===== config.mk =====
export PLATFORM = sky130hd
export DESIGN_NAME = cover_toggle_counter_bank
export DESIGN_NICKNAME = d
export VERILOG_FILES = /design/src/rtl/cover_toggle_counter_bank_pkg.sv /design/src/rtl/cover_toggle_counter_bank_sat_counter.sv /design/src/rtl/cover_toggle_counter_bank.sv
export SDC_FILE = /design/constraint.sdc
export NUM_CORES = 1
export LEC_CHECK = 0
export CAP_MARGIN = 20
export CORE_ASPECT_RATIO = 0.9
export CORE_MARGIN = 3
export CORE_UTILIZATION = 45
export DETAILED_ROUTE_END_ITERATION = 7
export PLACE_DENSITY = 0.73
export REMOVE_ABC_BUFFERS = 1
export SLEW_MARGIN = 20
export SYNTH_ARGS = -nofsm -noshare
export SYNTH_HDL_FRONTEND = slang
export SYNTH_SLANG_ARGS = --single-unit

===== constraint.sdc =====
create_clock -name clock -period 2.9 [get_ports clock]
set_input_delay 0.29 -clock clock [delete_from_list [all_inputs] [get_ports clock]]
set_output_delay 0.29 -clock clock [all_outputs]
set_load 0.01 [all_outputs]

===== src/rtl/cover_toggle_counter_bank_pkg.sv =====
// Shared types for the toggle-cover counter bank: drain FSM states and the record layout.
package cover_pkg;

   localparam int unsigned COVER_IDX_W = 64;

   typedef enum logic [1:0] {
      IDLE,
      SCAN,
      EMIT,
      DONE
   } cover_dump_state_e;

   typedef struct packed {
      logic [COVER_IDX_W-1:0] index;
      logic [31:0]            count;
   } cover_rec_t;

endpackage


===== src/rtl/cover_toggle_counter_bank_sat_counter.sv =====
// One cover bin: saturating hit counter with clear and load-one (clear-on-read with a same-cycle hit).
module cover_sat_counter #(
   parameter int unsigned CNT_W = 16
) (
   input  logic             clock,
   input  logic             reset,
   input  logic             inc,
   input  logic             clr,
   input  logic             load1,
   output logic [CNT_W-1:0] q
);

   always_ff @(posedge clock) begin
      if (reset || clr) begin
         q <= '0;
      end else if (load1) begin
         q <= CNT_W'(1);
      end else if (inc && (q != '1)) begin
         q <= q + CNT_W'(1);
      end
   end

endmodule


===== src/rtl/cover_toggle_counter_bank.sv =====
// Per-bin toggle cover counters drained as {global index, count} records over a valid/ready stream.
module cover_toggle_counter_bank
  import cover_pkg::*;
#(
  parameter int unsigned WIDTH         = 9,
  parameter int unsigned CNT_W         = 16,
  parameter int unsigned COVER_INDEX   = 0,
  parameter int unsigned COVER_TOTAL   = 10906,
  parameter bit          CLEAR_ON_READ = 1'b1,
  parameter bit          SKIP_ZERO     = 1'b0
) (
  input  logic                   clock,
  input  logic                   reset,
  input  logic [WIDTH-1:0]       valid,
  input  logic                   clear,
  input  logic                   dump_req,
  output logic                   out_valid,
  input  logic                   out_ready,
  output logic [COVER_IDX_W-1:0] out_index,
  output logic [CNT_W-1:0]       out_count,
  output logic                   busy,
  output logic                   dump_done
);

  localparam int unsigned PTR_W = $clog2(WIDTH + 1);

  if ((WIDTH < 1) || (WIDTH > 1024)) begin : g_bad_width
    $error("cover_toggle_counter_bank: WIDTH must be 1..1024");
  end
  if ((COVER_INDEX + WIDTH) > COVER_TOTAL) begin : g_bad_index
    $error("cover_toggle_counter_bank: COVER_INDEX + WIDTH exceeds COVER_TOTAL");
  end

  cover_dump_state_e state_q, state_d;
  logic [PTR_W-1:0]  ptr_q, ptr_d;
  logic              latch;
  logic [CNT_W-1:0]  bin_q [WIDTH];
  logic [CNT_W-1:0]  cur_cnt;
  logic              handshake;
  logic              clear_all;

  assign out_valid = (state_q == EMIT);
  assign busy      = (state_q != IDLE);
  assign dump_done = (state_q == DONE);
  assign handshake = out_valid && out_ready;
  assign clear_all = clear && (state_q == IDLE);

  // A handshake on the current bin restarts it from the hit arriving in that same cycle.
  for (genvar i = 0; i < int'(WIDTH); i++) begin : g_bin
    logic rd;
    assign rd = handshake && (ptr_q == PTR_W'(i)) && CLEAR_ON_READ;

    cover_sat_counter #(
      .CNT_W(CNT_W)
    ) u_cnt (
      .clock(clock),
      .reset(reset),
      .inc  (valid[i]),
      .clr  (clear_all || (rd && !valid[i])),
      .load1(rd && valid[i]),
      .q    (bin_q[i])
    );
  end

  always_comb begin
    cur_cnt = '0;
    for (int unsigned i = 0; i < WIDTH; i++) begin
      if (ptr_q == PTR_W'(i)) begin
        cur_cnt = bin_q[i];
      end
    end
  end

  always_comb begin
    state_d = state_q;
    ptr_d   = ptr_q;
    latch   = 1'b0;
    case (state_q)
      IDLE: begin
        if (dump_req) begin
          state_d = SCAN;
          ptr_d   = '0;
        end
      end
      SCAN: begin
        if (ptr_q == PTR_W'(WIDTH)) begin
          state_d = DONE;
        end else if (SKIP_ZERO && (cur_cnt == '0)) begin
          ptr_d = ptr_q + PTR_W'(1);
        end else begin
          state_d = EMIT;
          latch   = 1'b1;
        end
      end
      EMIT: begin
        if (out_ready) begin
          state_d = SCAN;
          ptr_d   = ptr_q + PTR_W'(1);
        end
      end
      DONE: begin
        state_d = IDLE;
      end
      default: begin
        state_d = IDLE;
      end
    endcase
  end

  always_ff @(posedge clock) begin
    if (reset) begin
      state_q   <= IDLE;
      ptr_q     <= '0;
      out_index <= '0;
      out_count <= '0;
    end else begin
      state_q <= state_d;
      ptr_q   <= ptr_d;
      if (latch) begin
        out_index <= COVER_IDX_W'(COVER_INDEX) + COVER_IDX_W'(ptr_q);
        out_count <= cur_cnt;
      end
    end
  end

endmodule

==> run summary, run 1 <==
- **peak ir drop on the vdd network** 0.000315 V
- **GRT Resource Usage Total** 21.9%
- **proportion of netlist area held by the largest area contributor** 33.8%
- **worst slew margin relative to its limit** 54.7%
- **worst hold margin** 469 ps
- **horizontal die dimension** 164 um
- **clock insertion delay at the later pin of the skew report** 450 ps
- **switching share of power** 26.5%
- **post-CTS setup repair buffer count** 0
- **clock transition at the registers of the reported paths** 70 ps
- **r2r startpoint** ptr_q[0]$_SDFFE_PP0P_
- **count of boundary I/O pins** 97
- **Core ar.** 0.0218 mm^2
- **Final Wtd Congestion** 0.957
- **outcome** finished, violations left
- **routed wire length** 26.8 mm
- **Vias/cell** 5.92
- **reported max-cap violation count** 0
- **launching instance or port of the critical path** ptr_q[0]$_SDFFE_PP0P_
- **worst endpoint data arrival time** 2740 ps
- **biggest cell delay along the critical path** 460 ps
- **share of post-route cells with drive strength above 1** 5.68%
- **first-pass iteration count of the detailed router** 8
- **count of fill cells added during filler insertion** 2069
- **Cell Pwr Density** 454 mW/mm^2
- **capturing instance or port of the critical path** out_count[0]$_SDFFE_PP0P_
- **required time worst endpoint** 3200 ps
- **vertical die dimension** 148 um
- **delay-heaviest family, CP** compound AO/OA/AOI/OAI gates
- **failing checks** DRC
- **Post-Synthesis Mean Instance Area** 7.84 um^2
- **final-stage net count** 1316
- **sum of buffers and inverters on the critical path** 2
- **clock tree from TritonCTS** yes
- **antenna violations before repair** 0
- **cells after synthesis** 1286
- **gr ovfl total** 0
- **Period minus WS final** 2440 ps
- **number of sinks driven by the clock tree** 170
- **area taken by multi-input logic gates** 0.00608 mm^2
- **transition time of the tightest slew-check pin** 674 ps
- **synthesis-to-layout area growth** 9.30%
- **CTS max path bufs** 2
- **number of design-rule violations left by the first detailed-router iteration** 1101
- **most instantiated flip-flop cell in the synthesis netlist** sky130_fd_sc_hd__dfxtp_1
- **number of storage elements in the synthesis netlist** 170
- **kind of end point of the critical path** flip-flop
- **flop-to-flop setup slack** 460 ps
- **CP max FO** 38
- **Clk pwr share** 46.7%
- **class of the tightest hold or removal check** reg -> reg
- **standard cell area after detailed placement** 0.0104 mm^2
- **post-route clock period utilization** 84.1%
- **number of warning messages in the yosys log** 0
- **starting density of the core** 46.2%
- **capture point of the worst reg-to-reg path** out_count[0]$_SDFFE_PP0P_
- **category of the critical setup timing path** reg -> reg
- **remaining antenna violation count** 0
- **Crit. path cell count** 8
- **total internal power** 0.00367 W
- **global-route wire length before repair** 43.0 mm
- **vias in the first global route** 8195
- **endpoints failing hold** 0
- **Die ar.** 0.0242 mm^2
- **crit path launch type** flip-flop
- **clock root buffer master** sky130_fd_sc_hd__clkbuf_16
- **Fin Setup TNS** 0 ps
- **count of standard-cell rows** 51
- **count of final setup violators** 0
- **number of levels in the clock H-tree** 4
- **skew final** 13.9 ps
- **worst-path cell chain** inv_1 > ha_1 > buf_4 > nand2b_1 > o22ai_1 > nor2_1 > a211oi_1 > o32ai_1
- **highest-delay cell along the critical path** sky130_fd_sc_hd__dfxtp_1
- **Synth cell types** 70
- **setup repair after global routing missed its margin** false
- **Reg power frac** 47.6%
- **leading cell types by total area after synthesis** sky130_fd_sc_hd__dfxtp_1 34%, sky130_fd_sc_hd__nor2_1 6.1%, sky130_fd_sc_hd__a21oi_1 5.8%
- **post-synthesis sequential area ratio** 33.8%
- **number of CTS-inserted buffers** 17
- **Combinational Power Share** 5.7%
- **net switching power of the design** 0.00132 W
- **DR WL/cell** 16.8 um
- **half-perimeter wire length after detailed placement** 19.5 mm
- **sequential cell area** 0.00340 mm^2
- **post-cts resize count** 0
- **leading cell type in the layout, fill and taps excluded** sky130_fd_sc_hd__dfxtp_1
- **count of flip-flops with a built-in enable after synthesis** 0
- **LEAKAGE** 3.67 nW
- **reg2reg path depth** 8
- **largest area contributor in the synthesized netlist** sky130_fd_sc_hd__dfxtp_1
- **Hold-fix buffers, CTS** 0
- **mapped cell area** 0.0101 mm^2
- **Finished Cell Area** 0.0110 mm^2
- **upper clock frequency limit** 410 MHz
- **most frequent cells in the layout** 170 x sky130_fd_sc_hd__dfxtp_1, 164 x sky130_fd_sc_hd__nor2_1, 117 x sky130_fd_sc_hd__a21oi_1
- **n_diodes** 0
- **remaining routing DRC violations** 2
- **total of buffers placed on input and output ports** 36
- **via count** 9426
- **ys async rst share** 0%
- **largest net degree at the start of global routing** 39
- **max-slew violation total from the final report** 0
- **Total Power** 0.00500 W
==> worst min-delay path by stage <==
| stage | start | endpoint | cells after the start |
|---|---|---|---|
| finish | out_index[1]$_SDFFE_PP0P_ | out_index[1]$_SDFFE_PP0P_ | 2 |
| global route | out_index[1]$_SDFFE_PP0P_ | out_index[1]$_SDFFE_PP0P_ | 2 |
| CTS | out_index[1]$_SDFFE_PP0P_ | out_index[1]$_SDFFE_PP0P_ | 2 |
| detailed placement | out_index[1]$_SDFFE_PP0P_ | out_index[1]$_SDFFE_PP0P_ | 2 |
| global placement | out_index[1]$_SDFFE_PP0P_ | out_index[1]$_SDFFE_PP0P_ | 2 |
| floorplan | reset | out_index[0]$_SDFFE_PP0P_ | 1 |
==> layout make-up <==
type / count / area share (%)
inverter: 22 / 0.750
clock inverter: 15 / 1.58
clock buffer: 17 / 3.86
multi-input combinational: 1025 / 55.2
sequential: 170 / 30.9
tap: 291 / 3.31
timing repair buffer: 53 / 4.43
==> layer usage <==
layer  GRT usage, %  vias to the layer above  wire length [um]
li1               -                     4577                 -
met1           32.2                     4387             12400
met2           33.1                      416             11700
met3           3.95                       46              2220
met4           5.50                        0               525
met5              0                        -                 0
==> sequential cells by signal, indices dropped and copies added, names as in the netlist <==
register       cells
g_bin.u_cnt.q    144
ptr_q              4
state_q            2
out_count         16
out_index          4
==> worst reg2reg max path, cell delays in order, from the launching register on <==
cell and delay [ps]:
sky130_fd_sc_hd__dfxtp_1 460, sky130_fd_sc_hd__inv_1 130, sky130_fd_sc_hd__ha_1 240, sky130_fd_sc_hd__buf_4 250
sky130_fd_sc_hd__nand2b_1 460, sky130_fd_sc_hd__o22ai_1 310, sky130_fd_sc_hd__nor2_1 90, sky130_fd_sc_hd__a211oi_1 240
sky130_fd_sc_hd__o32ai_1 130
==> power by group through the flow <==
stage / clock, W / sequential (W) / combinational [W]
global placement: 0 / 0.00243 / 0.000273
floorplan: 0 / 0.00242 / 0.000165
detailed placement: 0 / 0.00243 / 0.000277
global route: 0.00245 / 0.00238 / 0.000314
finish: 0.00234 / 0.00238 / 0.000284
CTS: 0.00236 / 0.00238 / 0.000279
==> synth_stat cells (11+ instances only) <==
cell type	count
sky130_fd_sc_hd__dfxtp_1	170
sky130_fd_sc_hd__nor2_1	164
sky130_fd_sc_hd__a21oi_1	117
sky130_fd_sc_hd__nand2_1	74
sky130_fd_sc_hd__buf_4	61
sky130_fd_sc_hd__nand3_1	61
sky130_fd_sc_hd__xnor2_1	54
sky130_fd_sc_hd__and3_1	47
sky130_fd_sc_hd__o21ai_0	47
sky130_fd_sc_hd__nor3_1	45
sky130_fd_sc_hd__nand4_1	42
sky130_fd_sc_hd__clkbuf_1	41
sky130_fd_sc_hd__a211oi_1	36
sky130_fd_sc_hd__xor2_1	31
sky130_fd_sc_hd__inv_1	22
sky130_fd_sc_hd__buf_2	19
sky130_fd_sc_hd__nand3b_1	19
sky130_fd_sc_hd__a22oi_1	18
sky130_fd_sc_hd__a31oi_1	17
sky130_fd_sc_hd__and4_1	17
sky130_fd_sc_hd__o32ai_1	16
sky130_fd_sc_hd__o22ai_1	15
sky130_fd_sc_hd__mux2i_1	14
sky130_fd_sc_hd__ha_1	13
sky130_fd_sc_hd__nor4_1	13
sky130_fd_sc_hd__nand2b_1	11
sky130_fd_sc_hd__o211ai_1	11
==> stage by stage <==
stage	util (%)	instances	setup WS [ps]
global placement	47.7	1561	458
detailed placement	47.7	1561	425
finish	50.5	1593	460
floorplan	-	1217	456
global route	50.5	1593	297
CTS	50.5	1593	522
==> cell families after synthesis <==
logic type	share of synthesized area, %
AND/OR/NAND/NOR	28.7
AO/OA/AOI/OAI	18.6
flip-flops	33.8
buffers and inverters	8.12
XOR/XNOR	7.39
multiplexers	1.73
adder cells (fa/ha/maj)	1.61
other	0.0372
(Power assumes the default switching activity.)
==> inputs of run 2 (changes only) <==
- PLACE_DENSITY: 0.73 -> 0.76
- clock period: 2.9 -> 1.95 ns (I/O delays scaled with it)
==> run 2 against run 1 <==
Compared with the run above: the flow now finishes without violations; utilization increased by 4.6 points; wire length is 11% higher; clock skew decreased by 2.7 ps; critical endpoint is now out_count[12]$_SDFFE_PP0P_.
==> run summary, run 2 (synthesis gave the netlist of run 1 again) <==
- **total of buffers placed on input and output ports** 36, unchanged
- **number of design-rule violations left by the first detailed-router iteration** 1271, was 1101
- **Cell Pwr Density** 625 mW/mm^2, was 454 mW/mm^2
- **count of boundary I/O pins** 97, unchanged
- **Clk pwr share** 45.5%, was 46.7%
- **GRT Resource Usage Total** 23.7%, was 21.9%
- **half-perimeter wire length after detailed placement** 21.7 mm, was 19.5 mm
- **net switching power of the design** 0.00197 W, was 0.00132 W
- **kind of end point of the critical path** flip-flop, unchanged
- **vias in the first global route** 8591, was 8195
- **Vias/cell** 5.95, was 5.92
- **vertical die dimension** 148 um, unchanged
- **skew final** 11.2 ps, was 13.9 ps
- **clock tree from TritonCTS** yes, unchanged
- **number of sinks driven by the clock tree** 170, unchanged
- **worst slew margin relative to its limit** 60.3%, was 54.7%
- **synthesis-to-layout area growth** 19.2%, was 9.30%
- **n_diodes** 0, unchanged
- **peak ir drop on the vdd network** 0.000497 V, was 0.000315 V
- **count of final setup violators** 0, unchanged
- **required time worst endpoint** 2260 ps, was 3200 ps
- **Finished Cell Area** 0.0120 mm^2, was 0.0110 mm^2
- **Core ar.** 0.0218 mm^2, unchanged
- **upper clock frequency limit** 519 MHz, was 410 MHz
- **gr ovfl total** 0, unchanged
- **total internal power** 0.00554 W, was 0.00367 W
- **clock transition at the registers of the reported paths** 70 ps, about the same
- **via count** 10100, was 9426
- **remaining routing DRC violations** 0, was 2
- **number of cells on the worst hold path** 2, unchanged
- **final-stage net count** 1413, was 1316
- **worst endpoint data arrival time** 2240 ps, was 2740 ps
- **category of the critical setup timing path** reg -> reg, unchanged
- **max-slew violation total from the final report** 0, unchanged
- **outcome** completed, was finished, violations left
- **leading cell type in the layout, fill and taps excluded** sky130_fd_sc_hd__dfxtp_1, unchanged
- **clock root buffer master** sky130_fd_sc_hd__clkbuf_16, unchanged
- **sequential cell area** 0.00341 mm^2, was 0.00340 mm^2
- **most frequent cells in the layout** 167 x sky130_fd_sc_hd__dfxtp_1, 160 x sky130_fd_sc_hd__nor2_1, 110 x sky130_fd_sc_hd__a21oi_1, was 170 x sky130_fd_sc_hd__dfxtp_1, 164 x sky130_fd_sc_hd__nor2_1, 117 x sky130_fd_sc_hd__a21oi_1
- **number of levels in the clock H-tree** 4, unchanged
- **switching share of power** 26.2%, was 26.5%
- **antenna violations before repair** 0, unchanged
- **class of the tightest hold or removal check** in -> reg, was reg -> reg
- **Final Wtd Congestion** 0.930, was 0.957
- **standard cell area after detailed placement** 0.0111 mm^2, was 0.0104 mm^2
- **crit path launch type** flip-flop, unchanged
- **DR WL/cell** 17.6 um, was 16.8 um
- **number of CTS-inserted buffers** 17, unchanged
- **reg2reg path depth** 11, was 8
- **Die ar.** 0.0242 mm^2, unchanged
- **transition time of the tightest slew-check pin** 588 ps, was 674 ps
- **Combinational Power Share** 7.6%, was 5.7%
- **endpoints failing hold** 0, unchanged
- **largest net degree at the start of global routing** 40, was 39
- **first-pass iteration count of the detailed router** 5, was 8
- **area taken by multi-input logic gates** 0.00621 mm^2, was 0.00608 mm^2
- **share of post-route cells with drive strength above 1** 14.5%, was 5.68%
- **worst path setup slack after routing** 22.0 ps, was 460 ps
- **global-route wire length before repair** 46.3 mm, was 43.0 mm
- **Period minus WS final** 1930 ps, was 2440 ps
- **reported max-cap violation count** 0, unchanged
- **flip-flop count of the largest register, all copies and words added** 144, unchanged
- **biggest registers after layout** g_bin.u_cnt.q: 144 flops, out_count: 16 flops, unchanged
- **starting density of the core** 46.2%, unchanged
- **Largest Register** g_bin.u_cnt.q, unchanged
- **count of fill cells added during filler insertion** 1971, was 2069
- **horizontal die dimension** 164 um, unchanged
- **routed wire length** 29.8 mm, was 26.8 mm
- **CTS max path bufs** 2, unchanged
- **CP max FO** 9, was 38
- **post-route clock period utilization** 98.9%, was 84.1%
- **Total Power** 0.00751 W, was 0.00500 W
- **LEAKAGE** 4.21 nW, was 3.67 nW
- **remaining antenna violation count** 0, unchanged
- **placement-stage worst setup slack** 6.40 ps, was 425 ps
- **clock insertion delay at the later pin of the skew report** 440 ps, was 450 ps
- **count of standard-cell rows** 51, unchanged
- **Reg power frac** 47.0%, was 47.6%
-- run 2: changes by cell type in the layout (fill, tap and decap cells not counted), moves of 4 or more --
cell / previous run / this run
sky130_fd_sc_hd__a211oi_2: 0 / 6
sky130_fd_sc_hd__a21oi_1: 117 / 110
sky130_fd_sc_hd__buf_6: 0 / 4
sky130_fd_sc_hd__o21ai_1: 1 / 7
sky130_fd_sc_hd__a211oi_1: 36 / 30
sky130_fd_sc_hd__nor2_2: 0 / 4
sky130_fd_sc_hd__o21ai_0: 47 / 41
sky130_fd_sc_hd__a21oi_2: 0 / 7
sky130_fd_sc_hd__nor2_1: 164 / 160
sky130_fd_sc_hd__buf_12: 0 / 7
sky130_fd_sc_hd__buf_4: 17 / 99
-- run 2: stage by stage --
step / utilization, % / instances / hold WS [ps] / TNS (ps)
CTS: 53.7 / 1680 / 444 / 0
global placement: 51.1 / 1648 / 456 / 0
finish: 55.0 / 1690 / 463 / 0
global route: 55.0 / 1690 / 476 / -102
floorplan: - / 1217 / 264 / -17850
detailed placement: 51.1 / 1648 / 456 / 0
-- run 2: timing repair --
item | in CTS | in global routing
setup buffers | 0 | 7
pin swaps | 0 | 6
gates cloned | 0 | 3
resized for setup | 3 | 47
hold buffers | 0 | 0
setup endpoints to repair | 4 | 37
-- run 2: per-layer routing --
layer	vias to the layer above	share of wire [%]	global-route usage (%)
met4	0	2.5	7.65
met2	517	44	34.0
met3	61	9.1	4.79
met5	-	0	0
li1	4760	-	-
met1	4719	45	35.3
-- run 2: area by class of cell --
type                    instances  area share (%)
repair buffers                149            11.3
multi-input cells            1025            51.7
well taps                     291            3.03
flip-flops and latches        170            28.4
clock inverters                14            1.25
repair inverters                1          0.0625
inverters                      22           0.719
clock buffers                  18            3.57
-- run 2: path summary, 6_finish.rpt --
kind / startpoint / to / slack (ps)
setup / recovery: ptr_q[1]$_SDFFE_PP0P_ / out_count[12]$_SDFFE_PP0P_ / 20
hold reg to reg: out_index[1]$_SDFFE_PP0P_ / out_index[1]$_SDFFE_PP0P_ / 480
setup reg to reg: ptr_q[1]$_SDFFE_PP0P_ / out_count[12]$_SDFFE_PP0P_ / 20
hold / removal: dump_req / ptr_q[2]$_SDFFE_PP0P_ / 460
-- run 2: worst max-delay path, cell delays in order (launching register included) --
cell and delay, ps:
sky130_fd_sc_hd__dfxtp_4 360, sky130_fd_sc_hd__buf_4 150, sky130_fd_sc_hd__inv_2 80, sky130_fd_sc_hd__ha_4 160
sky130_fd_sc_hd__buf_12 120, sky130_fd_sc_hd__nand2b_1 80, sky130_fd_sc_hd__buf_6 150, sky130_fd_sc_hd__buf_4 150
sky130_fd_sc_hd__o22ai_1 190, sky130_fd_sc_hd__nor2_1 80, sky130_fd_sc_hd__a211oi_2 170, sky130_fd_sc_hd__o32ai_1 120
-- run 2: power by group through the flow --
stage	sequential [W]	combinational, W	clock [W]
after floorplan	0.00360	0.000246	0
after global placement	0.00361	0.000521	0
after detailed placement	0.00361	0.000529	0
after CTS	0.00353	0.000532	0.00346
after global routing	0.00353	0.000612	0.00361
final	0.00353	0.000568	0.00341
